$ cat config.mk
export PLATFORM = sky130hd
export DESIGN_NAME = ring_meas_sequencer
export DESIGN_NICKNAME = d
export VERILOG_FILES = /design/src/rtl/ring_meas_sequencer.sv
export SDC_FILE = /design/constraint.sdc
export NUM_CORES = 1
export LEC_CHECK = 0
export CELL_PAD_IN_SITES_DETAIL_PLACEMENT = 0
export CELL_PAD_IN_SITES_GLOBAL_PLACEMENT = 1
export CORE_MARGIN = 5
export CORE_UTILIZATION = 42
export DETAILED_ROUTE_END_ITERATION = 6
export GPL_ROUTABILITY_DRIVEN = 0
export PLACE_DENSITY_LB_ADDON = 0.1
export SYNTH_ARGS = -nofsm -noshare
export SYNTH_HDL_FRONTEND = slang
export SYNTH_SLANG_ARGS = --single-unit
$ cat constraint.sdc
create_clock -name clk -period 6.57 [get_ports clk]
set_input_delay 1.6425 -clock clk [delete_from_list [all_inputs] [get_ports clk]]
set_output_delay 1.6425 -clock clk [all_outputs]
set_load 0.02 [all_outputs]
$ cat src/rtl/ring_meas_sequencer.sv
// Time-shares one gated pulse counter across several ring oscillators:
// select ring, clear, gate for a fixed window, settle, latch, then hand off the result.
module ring_meas_sequencer #(
    parameter int NUM_RINGS     = 4,
    parameter int SEL_W         = 2,
    parameter int CNT_W         = 16,
    parameter int GATE_CYCLES   = 100,
    parameter int SETTLE_CYCLES = 4
) (
    input  logic                 clk,
    input  logic                 rst,
    input  logic                 start,
    input  logic                 continuous,
    input  logic                 abort,
    input  logic [NUM_RINGS-1:0] ring_en,
    input  logic [CNT_W-1:0]     cnt_value,
    input  logic                 cnt_ovf,
    output logic [SEL_W-1:0]     ring_sel,
    output logic                 cnt_clr,
    output logic                 gate_en,
    output logic [CNT_W-1:0]     result,
    output logic [SEL_W-1:0]     result_ring,
    output logic                 result_ovf,
    output logic                 result_valid,
    input  logic                 result_ready,
    output logic                 busy
);

    typedef enum logic [2:0] {
        IDLE, CLEAR, GATE, SETTLE, LATCH, PRESENT
    } state_t;

    localparam logic [15:0] CLEAR_LOAD  = 16'd1;
    localparam logic [15:0] GATE_LOAD   = 16'(GATE_CYCLES - 1);
    localparam logic [15:0] SETTLE_LOAD = 16'(SETTLE_CYCLES - 1);

    state_t             state_q, state_d;
    logic [15:0]        tmr_q, tmr_d;
    logic [SEL_W-1:0]   ptr_q, ptr_d;
    logic [SEL_W-1:0]   ring_sel_q, ring_sel_d;
    logic [CNT_W-1:0]   result_q, result_d;
    logic [SEL_W-1:0]   result_ring_q, result_ring_d;
    logic               result_ovf_q, result_ovf_d;

    // First enabled ring at or above p, wrapping at NUM_RINGS-1.
    function automatic logic [SEL_W-1:0] next_ring(input logic [SEL_W-1:0] p,
                                                   input logic [NUM_RINGS-1:0] en);
        logic [SEL_W-1:0] r;
        logic             found;
        int               idx;
        r     = p;
        found = 1'b0;
        for (int k = 0; k < NUM_RINGS; k++) begin
            idx = (int'(p) + k) % NUM_RINGS;
            if (!found && en[idx]) begin
                r     = SEL_W'(idx);
                found = 1'b1;
            end
        end
        return r;
    endfunction

    always_comb begin
        state_d       = state_q;
        tmr_d         = tmr_q;
        ptr_d         = ptr_q;
        ring_sel_d    = ring_sel_q;
        result_d      = result_q;
        result_ring_d = result_ring_q;
        result_ovf_d  = result_ovf_q;
        if (abort) begin
            state_d = IDLE;
        end else begin
            case (state_q)
                IDLE: begin
                    if (start && (|ring_en)) begin
                        ring_sel_d = next_ring(ptr_q, ring_en);
                        tmr_d      = CLEAR_LOAD;
                        state_d    = CLEAR;
                    end
                end
                CLEAR: begin
                    if (tmr_q == 16'd0) begin
                        tmr_d   = GATE_LOAD;
                        state_d = GATE;
                    end else begin
                        tmr_d = tmr_q - 16'd1;
                    end
                end
                GATE: begin
                    if (tmr_q == 16'd0) begin
                        tmr_d   = SETTLE_LOAD;
                        state_d = SETTLE;
                    end else begin
                        tmr_d = tmr_q - 16'd1;
                    end
                end
                SETTLE: begin
                    if (tmr_q == 16'd0) state_d = LATCH;
                    else                tmr_d   = tmr_q - 16'd1;
                end
                LATCH: begin
                    result_d      = cnt_value;
                    result_ovf_d  = cnt_ovf;
                    result_ring_d = ring_sel_q;
                    ptr_d         = (ring_sel_q == SEL_W'(NUM_RINGS - 1)) ? '0 : ring_sel_q + 1'b1;
                    state_d       = PRESENT;
                end
                PRESENT: begin
                    if (result_ready) begin
                        // ptr already advanced in LATCH, so the search resumes past this ring
                        if (continuous && (|ring_en)) begin
                            ring_sel_d = next_ring(ptr_q, ring_en);
                            tmr_d      = CLEAR_LOAD;
                            state_d    = CLEAR;
                        end else begin
                            state_d = IDLE;
                        end
                    end
                end
                default: state_d = IDLE;
            endcase
        end
    end

    always_ff @(posedge clk or posedge rst) begin
        if (rst) begin
            state_q       <= IDLE;
            tmr_q         <= '0;
            ptr_q         <= '0;
            ring_sel_q    <= '0;
            result_q      <= '0;
            result_ring_q <= '0;
            result_ovf_q  <= 1'b0;
        end else begin
            state_q       <= state_d;
            tmr_q         <= tmr_d;
            ptr_q         <= ptr_d;
            ring_sel_q    <= ring_sel_d;
            result_q      <= result_d;
            result_ring_q <= result_ring_d;
            result_ovf_q  <= result_ovf_d;
        end
    end

    // Decoded straight from the state flop so reset drops them immediately.
    assign cnt_clr      = (state_q == CLEAR);
    assign gate_en      = (state_q == GATE);
    assign result_valid = (state_q == PRESENT);
    assign busy         = (state_q != IDLE);
    assign ring_sel     = ring_sel_q;
    assign result       = result_q;
    assign result_ring  = result_ring_q;
    assign result_ovf   = result_ovf_q;

endmodule

==> results.cfg <==
[worst_setup_path]
cp-start-kind = input pin
r2r_setup_slack_ns = 4.03
critPathArrivalTime_ns = 4.00
cp_max_fo = 30
worstPathRequired_ns = 6.76
cp.buffers_inverters = 1
cp_top_family = compound AO/OA/AOI/OAI gates
critPathMaxStageDelay_ns = 0.91
worst_path_max_delay_cell = o221ai_2
crit_type = input pin to flip-flop
path_cells = clkdlybuf4s50_1 > nor4_1 > a21oi_1 > o221ai_2 > nor2_1 > a211o_1
cp-end-kind = flip-flop

[placement]
dp_worst_setup_slack_ns = 2.445
dp.cells = 337
buffer_ports.inserted = 51
dp_hpwl_um = 3712
placed_area_um2 = 2915

[hold_path]
hold_path_class = flip-flop to flip-flop

[final_layout]
stdcell_area_um2 = 3014
antenna_cells = 0
syn_to_final_growth_pct = 28.69
nets = 301
fin_cells = 345
drive_above_1_share_pct = 10.99

[flow_run]
drv_cap = 0

[cts]
hold_buffers = 0
clk_latency_ns = 0.30
clock-sinks = 42
cts_buffers = 5
cts_setup_buffers = 0
h-tree-depth = 2
tritoncts = built
cts.repair.resized = 0
clock_path_buffers = 2
root_buffer = clkbuf_8
clkTransAtPathRegs_ns = 0.08

[route]
drt_wl_total_um = 5450
wl_per_cell_um = 15.80
vias = 1997
routed_via_density = 5.788
drtIter0Drc = 119
firstDrtPassIters = 4
antenna_left = 0
drc_errors = 0

[synth]
synth_area_leaders = dfrtp_1, mux2_1, or4_1
synth_edf_count = 0
syn_inst = 226
synth_fp_nets = 255
yosys.area.top_type = dfrtp_1
synth_ff_type = dfrtp_1
synth.cell_area_um2 = 2342
async_flop_share_pct = 100.0
seq_area_frac_synth_pct = 44.87
synth_top_area_share_pct = 44.87
ys_ff_latch = 42
avgSynthCellArea_um2 = 10.36
yosysWarnings = 0
synth.distinct_cells = 51

[grt]
grt_first_pass_wirelength_um = 9273
grt_max_degree = 43
first_global_vias = 1935
grt_use_total_pct = 15.90
gr-total-overflow = 0
antenna_found_initial = 0

[power]
combPwrFrac_pct = 42.4
ir_worst_vdd_mv = 0.1530
switchingPower_w = 0.0004133
seq_power_share_pct = 39.2
switching_share_pct = 41.08
total_power_w = 0.001006
intPower_w = 0.0005928
power_leakage_nw = 1.278
power_density_nw_per_um2 = 333.8
p_clk_share_pct = 18.3

[floorplan]
core_area_um2 = 5473
start_util_pct = 42.80
fp.dieH_um = 84.68
num_io_pins = 52
die-area_um2 = 7170
std_cell_rows = 27
die_x_um = 84.68

[sta]
finalSetupTns_ns = 0
setup_viol = 0
worst_pin_slew_ns = 1.159
min_period_ns = 3.810
hold_viol = 0
skew_ns = 0.007837
fmax_ghz = 0.2625
drv_slew = 0
rsz0062_at_grt = no
setup_ws_ns = 2.760
final.period_utilization_pct = 57.99
slew_headroom_pct = 22.73

[run_status]
status = finished, final reports clean
-- flip-flops by register name (all words and copies together), names as in the netlist --
signal       count
result          16
ptr_q            2
tmr_q           16
result_ovf       1
ring_sel         2
result_ring      2
state_q          3
-- cell type report --
class                           count  area [um^2]
Fill cell                         518         2459
Tap cell                           72        90.09
Timing Repair Buffer               54        533.0
Inverter                           10        37.54
Sequential cell                    42         1051
Clock buffer                        6        82.58
Clock inverter                      2        16.27
Multi-Input combinational cell    159         1204
-- cells in the mapped netlist, drive strengths merged, types with 2 or more instances --
cell type / n
dfrtp: 42
mux2: 21
or4: 16
a22oi: 12
clkbuf: 12
nor2: 12
nand2: 11
o31ai: 11
inv: 10
a21oi: 7
nor3: 7
nor4: 5
nand2b: 4
o21ai: 4
o22ai: 4
or3: 4
a211o: 3
a211oi: 3
a21o: 3
buf: 3
nand3b: 3
or4b: 3
a41oi: 2
ha: 2
nand3: 2
nor2b: 2
nor3b: 2
o221a: 2
o41ai: 2
-- path summary, 6_finish.rpt --
path / start / endpoint / cells past startpoint
hold / removal: result[12]$_DFFE_PP0P_ / result[12]$_DFFE_PP0P_ / 1
max in group asynchronous: rst / tmr_q[5]$_DFFE_PP0P_ / 3
setup / recovery: ring_en[0] / tmr_q[6]$_DFFE_PP0P_ / 6
setup reg to reg: state_q[2]$_DFFE_PP0P_ / tmr_q[6]$_DFFE_PP0P_ / 5
hold reg to reg: result[12]$_DFFE_PP0P_ / result[12]$_DFFE_PP0P_ / 1
min in group asynchronous: rst / result[4]$_DFFE_PP0P_ / 3
-- stage by stage --
| step | hold slack (ns) | utilization, % |
|---|---|---|
| finish | 0.4896 | 55.08 |
| global route | 0.5146 | 55.08 |
| CTS | 0.4946 | 55.08 |
| detailed placement | 0.4743 | 53.27 |
| global placement | 0.4669 | 53.27 |
| floorplan | 0.5183 | - |
-- cell families after synthesis --
logic type	Yosys count	synth area share, %
compound gates	61	19.18
xor+xnor	1	0.3740
fa+ha+maj	2	1.068
buf+inv	25	4.220
flops	42	44.87
mux	22	10.52
simple gates	73	19.76
-- placed cells by master (no fill, tap or decap), types with 2 or more instances in the layout --
master           Yosys  layout
or4_1               16      16
a211oi_1             3       3
buf_4                1       3
o22ai_1              4       4
nor4_1               4       4
nand3b_1             2       2
o31ai_1             11      11
ha_1                 2       2
a22oi_1             12      12
nand2_1             11      11
inv_1               10      10
nor3b_1              2       2
nor3_2               1       2
o41ai_1              2       2
mux2_2               9       9
a21o_1               3       3
nor2_1              11      11
clkdlybuf4s50_1      0      51
o21ai_0              3       3
nor3_1               6       5
or4b_1               2       2
mux2_1              12      12
a211o_1              3       3
dfrtp_1             42      42
nor2b_1              2       2
a41oi_1              2       2
nand3_1              2       2
clkbuf_8             0       6
nand2b_1             3       3
o221a_2              2       2
a21oi_1              7       7
or3_1                4       4
-- power by group through the flow --
stage	clock network (W)	logic (W)	registers, W
after global routing	0.000206	0.000480	0.000406
after CTS	0.000193	0.000431	0.000393
after detailed placement	0	0.000429	0.000397
final	0.000185	0.000427	0.000395
after global placement	0	0.000428	0.000397
after floorplan	0	0.000299	0.000385
-- routing by layer --
metal  vias up  routed length, um  global-route usage [%]
met5         -                  0                       0
met4         0                 55                   5.612
met3         6                476                   7.066
met2        53               2384                   23.42
met1       966               2533                   20.72
li1        972                  -                       -
No activity file was read; power rests on OpenSTA's default activity.
